$ cat src/rtl/serial_magnitude_comparator_if.sv
`default_nettype none
// +-----------------------------------------------------------------------+
// | serial_magnitude_comparator_if                                        |
// | Digit-stream handshake and L/E/G result bundle for the comparator.    |
// | Rev 1.0                                                               |
// +-----------------------------------------------------------------------+
interface serial_magnitude_comparator_if #(
  parameter int D = 1
);
  logic         start;
  logic         signed_mode;
  logic         lsb_first;
  logic         in_valid;
  logic [D-1:0] a_in;
  logic [D-1:0] b_in;
  logic         abort;
  logic         busy;
  logic         done;
  logic         L;
  logic         E;
  logic         G;

  modport master (
    output start, signed_mode, lsb_first, in_valid, a_in, b_in, abort,
    input  busy, done, L, E, G
  );

  modport slave (
    input  start, signed_mode, lsb_first, in_valid, a_in, b_in, abort,
    output busy, done, L, E, G
  );
endinterface
`default_nettype wire

$ cat src/rtl/serial_magnitude_comparator.sv
`default_nettype none
// +-----------------------------------------------------------------------+
// | serial_magnitude_comparator                                           |
// | Digit-serial signed/unsigned magnitude compare, MSB- or LSB-first.    |
// | Rev 1.0                                                               |
// +-----------------------------------------------------------------------+
module serial_magnitude_comparator #(
  parameter int W = 8,
  parameter int D = 1
) (
  input  wire logic                      clk,
  input  wire logic                      rst,
  serial_magnitude_comparator_if.slave   bus
);
  localparam int            N           = W / D;
  localparam int            CW          = $clog2(N + 1);
  localparam logic [CW-1:0] C_LAST      = CW'(N - 1);
  localparam logic [D-1:0]  C_SIGN_MASK = D'(1) << (D - 1);

  typedef enum logic [1:0] {
    S_IDLE = 2'd0,
    S_RUN  = 2'd1,
    S_DONE = 2'd2
  } state_t;

  typedef enum logic [1:0] {
    REL_EQ = 2'd0,
    REL_LT = 2'd1,
    REL_GT = 2'd2
  } rel_t;

  state_t        r_state;
  state_t        w_state_nxt;
  logic [CW-1:0] r_cnt;
  logic          r_signed;
  logic          r_lsb;
  rel_t          r_rel;
  rel_t          w_dig_rel;
  rel_t          w_rel_nxt;
  logic          r_l;
  logic          r_e;
  logic          r_g;
  logic          w_start_acc;
  logic          w_consume;
  logic          w_last;
  logic          w_flip;
  logic [D-1:0]  w_a;
  logic [D-1:0]  w_b;

  assign w_start_acc = (r_state == S_IDLE) && bus.start && !bus.abort;
  assign w_consume   = (r_state == S_RUN) && bus.in_valid && !bus.abort;
  assign w_last      = w_consume && (r_cnt == C_LAST);

  // Offset-binary on the sign digit turns the unsigned digit compare into a signed one.
  always_comb begin
    w_flip    = r_signed && (r_lsb ? (r_cnt == C_LAST) : (r_cnt == '0));
    w_a       = bus.a_in ^ (w_flip ? C_SIGN_MASK : '0);
    w_b       = bus.b_in ^ (w_flip ? C_SIGN_MASK : '0);
    w_dig_rel = REL_EQ;
    if (w_a < w_b) begin
      w_dig_rel = REL_LT;
    end else if (w_a > w_b) begin
      w_dig_rel = REL_GT;
    end
    w_rel_nxt = r_rel;
    if (r_lsb) begin
      if (w_dig_rel != REL_EQ) begin
        w_rel_nxt = w_dig_rel;
      end
    end else if (r_rel == REL_EQ) begin
      w_rel_nxt = w_dig_rel;
    end
  end

  always_comb begin
    w_state_nxt = r_state;
    case (r_state)
      S_IDLE:  if (w_start_acc) w_state_nxt = S_RUN;
      S_RUN: begin
        if (bus.abort) begin
          w_state_nxt = S_IDLE;
        end else if (w_last) begin
          w_state_nxt = S_DONE;
        end
      end
      S_DONE:  w_state_nxt = S_IDLE;
      default: w_state_nxt = S_IDLE;
    endcase
  end

  always_ff @(posedge clk) begin
    if (rst) begin
      r_state  <= S_IDLE;
      r_cnt    <= '0;
      r_signed <= 1'b0;
      r_lsb    <= 1'b0;
      r_rel    <= REL_EQ;
      r_l      <= 1'b0;
      r_e      <= 1'b0;
      r_g      <= 1'b0;
    end else begin
      r_state <= w_state_nxt;
      if (w_start_acc) begin
        r_signed <= bus.signed_mode;
        r_lsb    <= bus.lsb_first;
        r_cnt    <= '0;
        r_rel    <= REL_EQ;
        r_l      <= 1'b0;
        r_e      <= 1'b0;
        r_g      <= 1'b0;
      end else if (bus.abort && (r_state != S_IDLE)) begin
        r_l <= 1'b0;
        r_e <= 1'b0;
        r_g <= 1'b0;
      end else if (w_consume) begin
        r_cnt <= r_cnt + CW'(1);
        r_rel <= w_rel_nxt;
        if (w_last) begin
          r_l <= (w_rel_nxt == REL_LT);
          r_e <= (w_rel_nxt == REL_EQ);
          r_g <= (w_rel_nxt == REL_GT);
        end
      end
    end
  end

  assign bus.busy = (r_state == S_RUN);
  assign bus.done = (r_state == S_DONE);
  assign bus.L    = r_l;
  assign bus.E    = r_e;
  assign bus.G    = r_g;
endmodule
`default_nettype wire

$ cat src/flat_wrapper.sv
// flat-port wrapper written by rule: the top's interface ports become plain ports
module serial_magnitude_comparator_flat 
#(
  parameter int W = 8,
  parameter int D = 1
)
  (clk, rst, bus_start, bus_signed_mode, bus_lsb_first, bus_in_valid, bus_a_in, bus_b_in, bus_abort, bus_busy, bus_done, bus_L, bus_E, bus_G);
  serial_magnitude_comparator_if #(.D(D)) bus_i ();
  input  wire logic clk;
  input  wire logic rst;
  input wire logic [$bits(bus_i.start)-1:0] bus_start;
  input wire logic [$bits(bus_i.signed_mode)-1:0] bus_signed_mode;
  input wire logic [$bits(bus_i.lsb_first)-1:0] bus_lsb_first;
  input wire logic [$bits(bus_i.in_valid)-1:0] bus_in_valid;
  input wire logic [$bits(bus_i.a_in)-1:0] bus_a_in;
  input wire logic [$bits(bus_i.b_in)-1:0] bus_b_in;
  input wire logic [$bits(bus_i.abort)-1:0] bus_abort;
  output wire logic [$bits(bus_i.busy)-1:0] bus_busy;
  output wire logic [$bits(bus_i.done)-1:0] bus_done;
  output wire logic [$bits(bus_i.L)-1:0] bus_L;
  output wire logic [$bits(bus_i.E)-1:0] bus_E;
  output wire logic [$bits(bus_i.G)-1:0] bus_G;
  assign bus_i.start = bus_start;
  assign bus_i.signed_mode = bus_signed_mode;
  assign bus_i.lsb_first = bus_lsb_first;
  assign bus_i.in_valid = bus_in_valid;
  assign bus_i.a_in = bus_a_in;
  assign bus_i.b_in = bus_b_in;
  assign bus_i.abort = bus_abort;
  assign bus_busy = bus_i.busy;
  assign bus_done = bus_i.done;
  assign bus_L = bus_i.L;
  assign bus_E = bus_i.E;
  assign bus_G = bus_i.G;
  serial_magnitude_comparator #(.W(W), .D(D)) u_core (.clk(clk), .rst(rst), .bus(bus_i));
endmodule
$ cat config.mk
export PLATFORM = sky130hd
export DESIGN_NAME = serial_magnitude_comparator_flat
export DESIGN_NICKNAME = d
export VERILOG_FILES = /design/src/rtl/serial_magnitude_comparator_if.sv /design/src/rtl/serial_magnitude_comparator.sv /design/src/flat_wrapper.sv
export SDC_FILE = /design/constraint.sdc
export NUM_CORES = 1
export LEC_CHECK = 0
export CORE_MARGIN = 2
export CORE_UTILIZATION = 57
export CTS_BUF_LIST = sky130_fd_sc_hd__clkbuf_4
export DETAILED_ROUTE_END_ITERATION = 10
export PLACE_DENSITY = 0.92
export SYNTH_ARGS = -nofsm -noshare
export SYNTH_HDL_FRONTEND = slang
export SYNTH_SLANG_ARGS = --single-unit
$ cat constraint.sdc
create_clock -name clk -period 2.8 [get_ports clk]
set_clock_uncertainty 0.05 [all_clocks]
set_input_delay 0.28 -clock clk [delete_from_list [all_inputs] [get_ports clk]]
set_output_delay 0.28 -clock clk [all_outputs]
set_load 0.01 [all_outputs]
Word level (Yosys, flattened, before mapping)
Index checks and enable logic that the tools add are counted.
{"block": "classes", "addsub": 1, "magnitude_cmp": 2, "n_eq_ne": 7, "mux": 11, "bitwise_logic": 3, "reduce_logical": 19}
{"operator": "2-bit two-way mux", "n": 8}
{"operator": "1-bit logical AND", "n": 7}
{"operator": "2-bit zero test", "n": 3}
{"operator": "2-bit AND reduction", "n": 3}
{"operator": "4-bit by 1-bit adder with 4-bit output, second input constant", "n": 1}
{"operator": "2-bit by 1-bit == test with 1-bit output, second input constant", "n": 2}
{"operator": "2-bit == test, second input constant", "n": 2}
{"operator": "4-bit by 3-bit == test with 1-bit output, second input constant", "n": 1}
{"operator": "4-bit zero test", "n": 1}
{"operator": "2-bit one-hot mux with 2 select lines", "n": 1}
{"operator": "2-bit nonzero test", "n": 2}
{"operator": "3-bit by 2-bit inequality test with 1-bit output, second input constant", "n": 1}
{"operator": "3-bit OR reduction", "n": 1}
{"operator": "1-bit two-way mux", "n": 2}
{"operator": "2-bit by 1-bit inequality test with 1-bit output, second input constant", "n": 1}
{"operator": "2-bit OR reduction", "n": 1}
{"operator": "1-bit XOR", "n": 2}
{"operator": "1-bit > comparator", "n": 1}
{"operator": "1-bit zero test", "n": 1}
{"operator": "1-bit less-than comparator", "n": 1}
{"operator": "1-bit NOT", "n": 1}
{"block": "totals", "reg_bits": 13, "input_bits": 9, "out_inout_bits": 5}

Longest topological paths before layout
Gate-level depths: netlist of the first run.
{"block": "depth", "word_depth": 12, "ltp_mapped": 7, "mapped_depth_nobuf": 7}

Worst setup path after synthesis of the first run
No wires, ideal clock.
{"block": "synth_path", "path_kind": "reg2reg", "startpoint": "register u_core.r_cnt[0]", "endpoint": "register u_core.r_e, in the netlist u_core.bus.E", "setup_ns": 0.117, "arrival_time_ns": 1.646, "required_time_ns": 2.633, "setup_slack_ns": 0.987, "path_stages_with_launch": 8, "period_less_slack_ns": 1.813, "cell_sequence": "dfxtp_1 inv_1 ha_1 or3b_4 a21oi_4 mux2i_1 nand2_1 a32o_1"}
{"block": "synth_via", "elab_chain_cells": 12}
{"element": "start, declared", "line_no": "serial_magnitude_comparator.sv:34", "text": "logic [CW-1:0] r_cnt;"}
{"element": "start signal, assigned", "line_no": "serial_magnitude_comparator.sv:116", "text": "r_cnt <= r_cnt + CW'(1);"}
{"element": "4-bit by 3-bit == test with 1-bit output / 4-bit zero test (equally long branches)", "line_no": "serial_magnitude_comparator.sv:52, serial_magnitude_comparator.sv:56"}
{"element": "1-bit two-way mux", "line_no": "serial_magnitude_comparator.sv:56", "text": "w_flip = r_signed && (r_lsb ? (r_cnt == C_LAST) : (r_cnt == '0));"}
{"element": "1-bit logical AND", "line_no": "serial_magnitude_comparator.sv:56"}
{"element": "1-bit two-way mux", "line_no": "serial_magnitude_comparator.sv:57, serial_magnitude_comparator.sv:58"}
{"element": "1-bit XOR (on tied branches)", "line_no": "serial_magnitude_comparator.sv:57, serial_magnitude_comparator.sv:58"}
{"element": "1-bit > comparator", "line_no": "serial_magnitude_comparator.sv:62", "text": "end else if (w_a > w_b) begin"}
{"element": "2-bit two-way mux", "line_no": "serial_magnitude_comparator.sv:62"}
{"element": "2-bit two-way mux", "line_no": "serial_magnitude_comparator.sv:60", "text": "if (w_a < w_b) begin"}
{"element": "2-bit nonzero test", "line_no": "serial_magnitude_comparator.sv:67", "text": "if (w_dig_rel != REL_EQ) begin"}
{"element": "2-bit two-way mux", "line_no": "serial_magnitude_comparator.sv:67"}
{"element": "2-bit two-way mux", "line_no": "serial_magnitude_comparator.sv:66", "text": "if (r_lsb) begin"}
{"element": "2-bit zero test", "line_no": "serial_magnitude_comparator.sv:120", "text": "r_e <= (w_rel_nxt == REL_EQ);"}
{"element": "end signal, assigned", "line_no": "serial_magnitude_comparator.sv:120"}
{"element": "end, declared", "line_no": "serial_magnitude_comparator.sv:41", "text": "logic r_e;"}
Several ways; a longest one is shown, not always the timed one.
A chain may end at the register's enable or synchronous reset.

Worst setup path in the final report of the first run
Ends and elaborated chain as after synthesis.

==> impl_metrics.env, run 1 <==
export IMPL_fin_crit_ns=1.97
export IMPL_synthToLayoutAreaGrowth_pct=22.0
export IMPL_initialDrtViolationCount=7
export IMPL_antenna_found_initial=0
export IMPL_hold_path_class="reg -> reg"
export IMPL_synth_edff_count=0
export IMPL_critPathLaunch="u_core.r_cnt[0]"
export IMPL_hold_violations=0
export IMPL_holdCritStartpoint="u_core.bus.G"
export IMPL_tightest_slew_ns=0.318
export IMPL_rr_startpoint="u_core.r_cnt[0]"
export IMPL_start_kind="flip-flop"
export IMPL_maxCapViolations=0
export IMPL_path_max_fanout=4
export IMPL_first_pass_iters=2
export IMPL_core_um2=1270
export IMPL_ys_flop_type="dfxtp_1"
export IMPL_relSlewSlack=0.787
export IMPL_postCtsHoldBufs=0
export IMPL_period_share=0.702
export IMPL_root_buffer="clkbuf_4"
export IMPL_fp_dieArea_um2=1640
export IMPL_cts_path_max_buffers=2
export IMPL_yosysWarningCount=0
export IMPL_pre_cts_slack_ns=0.699
export IMPL_clkSinkCount=13
export IMPL_cts_buffers=3
export IMPL_ys_top_cells_by_area="dfxtp_1 34%, mux2i_1 5.3%, nor2b_1 5.0%"
export IMPL_cts_max_level=1
export IMPL_yosysSeqAreaShare=0.344
export IMPL_rows=13
export IMPL_setup_viol=0
export IMPL_rsz0062_at_grt="false"
export IMPL_yosysTopAreaCell="dfxtp_1"
export IMPL_synth_nets=96
export IMPL_p_leak_nw=0.342
export IMPL_cts_tree="done"
export IMPL_end_kind="flip-flop"
export IMPL_synth_cells=85
export IMPL_worstPathArrival_ns=2.08
export IMPL_fin_ws_ns=0.835
export IMPL_grt_pass1_wl_um=2390
export IMPL_grt_pass1_vias=627
export IMPL_vias=683
export IMPL_detail_route_wl_per_cell_um=13.4
export IMPL_hpwl_um=1220
export IMPL_peakVddDrop_uv=395
export IMPL_synth_seq_cells=13
export IMPL_routabilityCongestion=0.794
export IMPL_fmax_ghz=0.509
export IMPL_cts_resized=0
export IMPL_power_density_nw_per_um2=397
export IMPL_grt_max_degree=10
export IMPL_postCtsSetupBuffers=0
export IMPL_clk_pin_slew_ns=0.08
export IMPL_synth_top_area_share=0.344
export IMPL_finalSetupTns_ns=0
export IMPL_finalMaxSlewViolations=0
export IMPL_n_antenna_cell=0
export IMPL_layout_drive_gt1_share=0.0900
export IMPL_ant_nets=0
export IMPL_ys_types=29
export IMPL_worstPathRequired_ns=2.92
export IMPL_via_per_inst=5.94
export IMPL_chipHeight_um=40.4
export IMPL_synth_commonest_cells="13 x dfxtp_1, 8 x nand2_1, 7 x nor2_1, 6 x nor2b_1, 5 x nand3_1"
export IMPL_start_util=0.597
export IMPL_grt_overflow_total=0
export IMPL_ioPinCount=14
export IMPL_synth_area_um2=757
export IMPL_wirelength_um=1540
export IMPL_synth_most_common_cell="dfxtp_1"
export IMPL_clk_insertion_delay_late_ns=0.28
export IMPL_drcViolationCount=0
export IMPL_postSynthAreaPerCell_um2=8.91
export IMPL_outcome="finished, final reports clean"
export IMPL_dieWidth_um=40.4
export IMPL_port_buffers=13
export IMPL_synthArstFlopShare=0
export IMPL_grt_usage=0.217
export IMPL_final_nets=112
export IMPL_path_class="reg -> reg"
## final cells by class
type | instances | area, um^2
Inverter | 2 | 7.51
Timing Repair Buffer | 13 | 130
Clock buffer | 4 | 30.0
Sequential cell | 13 | 260
Multi-Input combinational cell | 68 | 477
Fill cell | 99 | 345
Tap cell | 15 | 18.8
## worst paths after layout
kind         depth (start not counted)           end  slack [ns]
max reg2reg                          7  u_core.bus.E        0.83
min reg2reg                          1  u_core.bus.G        0.42
min                                  1  u_core.bus.G        0.42
max                                  7  u_core.bus.E        0.83
## registers in the layout, indices dropped and copies added (netlist names)
register         cells
u_core.r_cnt         4
u_core.r_rel         2
u_core.r_state       2
u_core.bus.E         1
u_core.bus.G         1
u_core.bus.L         1
u_core.r_lsb         1
u_core.r_signed      1
## where the power goes
group | internal, mW | leakage [nW] | total (mW) | switching (mW)
logic | 0.0269 | 0.218 | 0.0504 | 0.0236
clock network | 0.0650 | 0.0184 | 0.125 | 0.0600
registers | 0.187 | 0.105 | 0.191 | 0.00394
total | 0.279 | 0.342 | 0.367 | 0.0875
## critical path, stage by stage, from the launching register on
cell	delay [ns]
dfxtp_1	0.35
inv_1	0.07
ha_1	0.15
or3b_4	0.41
a21oi_4	0.18
mux2i_1	0.28
nand2_1	0.11
a32o_1	0.27
## routing by layer
layer	GRT usage	part of all wire	vias up
met4	0.0917	0.022	0
met1	0.238	0.43	327
met2	0.405	0.53	14
met5	0	0	-
li1	-	-	337
met3	0.0333	0.025	5
## layout by cell type (no fill, tap or decap), drive strengths merged
cell type,instances
clkdlybuf4s50,13
dfxtp,13
nand2,8
nor2,7
nor2b,6
nand3,5
a21oi,5
and2,5
nand2b,4
mux2i,4
clkbuf,4
nand4,3
a32o,3
nor3b,3
inv,2
o2111ai,2
a31oi,2
xor2,2
ha,2
or3b,1
and3,1
nor4b,1
or2,1
xnor2,1
o21ai,1
nand4b,1
## through the flow
step           cells   util  total power [mW]  cell area [um^2]  hold WS (ns)
2_1_floorplan     85      -             0.226               757         0.302
3_3_place_gp     111  0.704             0.244               893         0.401
3_5_place_dp     111  0.704             0.246               893         0.404
4_1_cts          115  0.728             0.369               923         0.422
5_1_grt          115  0.728             0.382               923         0.459
6_report         115  0.728             0.367               923         0.418
## kinds of logic (layout without fill, tap and decap cells)
group                    count (synthesis)  count (layout)  synth area share
multiplexers                             4               4            0.0529
flip-flops                              13              13             0.344
AO/OA/AOI/OAI                           13              13             0.134
AND/OR/NAND/NOR                         46              46             0.375
XOR/XNOR                                 3               3            0.0347
buffers and inverters                    4              19            0.0264
adder cells (fa/ha/maj)                  2               2            0.0331
(Power assumes the default switching activity.)
==> run 2: changes to the inputs <==
- CORE_UTILIZATION: 57 -> 47
- PLACE_DENSITY: 0.92 -> 0.82
- clock period: 2.8 -> 1.72 ns (I/O delays scaled with it)
==> run 2 against run 1 <==
Net effect: the flow now finishes with violations (setup timing); via count grew 11%; count of clock-buffer cells in the layout did not move; die area rose by 19%; clock power up 64%; global-route usage fell by 1.6 points; register-to-register slack got worse by 1.0 ns; wire length is 20% higher; critical endpoint unchanged.
==> impl_metrics.env, run 2 (synthesis gave the netlist of run 1 again) <==
export IMPL_layout_common_cells="17 x buf_4, 13 x clkdlybuf4s50_1, 10 x dfxtp_1"
export IMPL_path_class="reg -> reg"
export IMPL_critPathLaunch="u_core.r_cnt[0]"
export IMPL_period_share=1.12
export IMPL_worstPathRequired_ns=1.84
export IMPL_tightest_slew_ns=0.351
export IMPL_core_um2=1510
export IMPL_path_max_fanout=3
export IMPL_dieWidth_um=44.1
export IMPL_clk_pin_slew_ns=0.08
export IMPL_routabilityCongestion=0.827
export IMPL_cts_tree="done"
export IMPL_n_antenna_cell=0
export IMPL_root_buffer="clkbuf_4"
export IMPL_grt_overflow_total=0
export IMPL_fmax_ghz=0.520
export IMPL_rrSetupSlack_ns=-0.20
export IMPL_top_regs="u_core.r_cnt x4, u_core.r_rel x2, u_core.r_state x2"
export IMPL_grt_usage=0.202
export IMPL_final_nets=129
export IMPL_crit_family="simple AND/OR/NAND/NOR gates"
export IMPL_drcViolationCount=0
export IMPL_layout_drive_gt1_share=0.325
export IMPL_cts_buffers=3
export IMPL_setup_viol=5
export IMPL_worstPathArrival_ns=2.04
export IMPL_crit_chain="inv_2 -> ha_4 -> or3b_4 -> a21oi_4 -> mux2i_2 -> nand2_1 -> a32o_1"
export IMPL_port_buffers=13
export IMPL_peakVddDrop_uv=386
export IMPL_cp_depth=7
export IMPL_first_pass_iters=4
export IMPL_met2_length_um=894
export IMPL_violations="setup timing"
export IMPL_grt_max_degree=8
export IMPL_outcome="complete, but fails checks"
export IMPL_fp_dieArea_um2=1950
export IMPL_final_common_cell="buf_4"
export IMPL_start_kind="flip-flop"
export IMPL_grt_pass1_vias=720
export IMPL_synthToLayoutAreaGrowth_pct=44.8
export IMPL_power_density_nw_per_um2=570
export IMPL_finalPower_uw=625
export IMPL_via_per_inst=5.70
export IMPL_antenna_found_initial=0
export IMPL_critPathSlowestCell="or3b_4"
export IMPL_cts_max_level=1
export IMPL_detail_route_wl_per_cell_um=13.8
export IMPL_vias=758
export IMPL_clkSinkCount=13
export IMPL_hold_path_class="reg -> reg"
export IMPL_wl_met1_um=840
export IMPL_cts_path_max_buffers=2
export IMPL_wirelength_um=1840
export IMPL_p_leak_nw=0.439
export IMPL_endpoint="u_core.bus.E"
export IMPL_rsz0062_at_grt="true"
export IMPL_hold_violations=0
export IMPL_rows=14
export IMPL_maxCapViolations=0
export IMPL_ant_nets=0
export IMPL_end_kind="flip-flop"
export IMPL_start_util=0.502
export IMPL_finalMaxSlewViolations=0
export IMPL_rr_worst_depth=7
export IMPL_crit_buf_inv=1
export IMPL_largest_reg_flops=4
export IMPL_postCtsHoldBufs=0
export IMPL_fin_util=0.728
export IMPL_clk_insertion_delay_late_ns=0.27
export IMPL_fin_crit_ns=1.92
export IMPL_rr_startpoint="u_core.r_cnt[0]"
export IMPL_hpwl_um=1430
export IMPL_r2r_end="u_core.bus.E"
export IMPL_largest_register="u_core.r_cnt"
export IMPL_chipHeight_um=44.1
export IMPL_pre_cts_slack_ns=-0.146
export IMPL_critical_path_max_stage_delay_ns=0.39
export IMPL_wl_met3_um=66
export IMPL_relSlewSlack=0.765
export IMPL_fin_ws_ns=-0.201
export IMPL_finalSetupTns_ns=-0.755
export IMPL_ioPinCount=14
export IMPL_top_layer="met4"
export IMPL_grt_pass1_wl_um=2900
export IMPL_initialDrtViolationCount=11
export IMPL_holdCritStartpoint="u_core.r_rel[0]"
-- run 2: tightest hold or removal path: stages, from the launching register on --
cell and delay (ns):
dfxtp_1 0.33, nand2_1 0.06, a21oi_1 0.05
-- run 2: area by class of cell --
cell class                 count  area (um^2)
sequential                    13          264
tap                           16         20.0
clock buffer                   4         30.0
multi-input combinational     68          517
timing repair buffer          30          258
inverter                       2         7.51
fill                         108          410
-- run 2: metal layers --
| metal | vias up | GRT usage |
|---|---|---|
| met5 | - | 0 |
| met4 | 0 | 0.121 |
| met2 | 19 | 0.335 |
| li1 | 368 | - |
| met1 | 365 | 0.246 |
| met3 | 6 | 0.0286 |
-- run 2: how the worst min path moves through the flow --
stage	endpoint	slack [ns]	depth (start not counted)
after detailed placement	u_core.bus.E	0.41	1
after floorplan	u_core.r_lsb	0.19	1
final	u_core.r_rel[0]	0.43	2
after CTS	u_core.r_rel[0]	0.43	2
after global routing	u_core.r_rel[0]	0.46	2
after global placement	u_core.bus.G	0.40	1
-- run 2: repair_timing --
item / 4_1_cts / 5_1_grt
endpoints found under the setup margin: 5 / 6
resized for setup: 5 / 2
pin swaps: 2 / 8
buffers inserted: 3 / 1
-- run 2: per-stage QoR --
stage / area, um^2 / std cells / hold slack, ns
finish: 1100 / 133 / 0.432
global route: 1100 / 133 / 0.461
CTS: 1080 / 132 / 0.432
detailed placement: 1010 / 125 / 0.414
global placement: 1010 / 125 / 0.402
floorplan: 772 / 85 / 0.194
-- run 2: report_power, final --
| part | internal, mW | leakage (nW) | switching, mW | total (mW) |
|---|---|---|---|---|
| clock | 0.106 | 0.0184 | 0.0994 | 0.205 |
| combinational | 0.0622 | 0.314 | 0.0480 | 0.110 |
| sequential | 0.305 | 0.107 | 0.00468 | 0.310 |
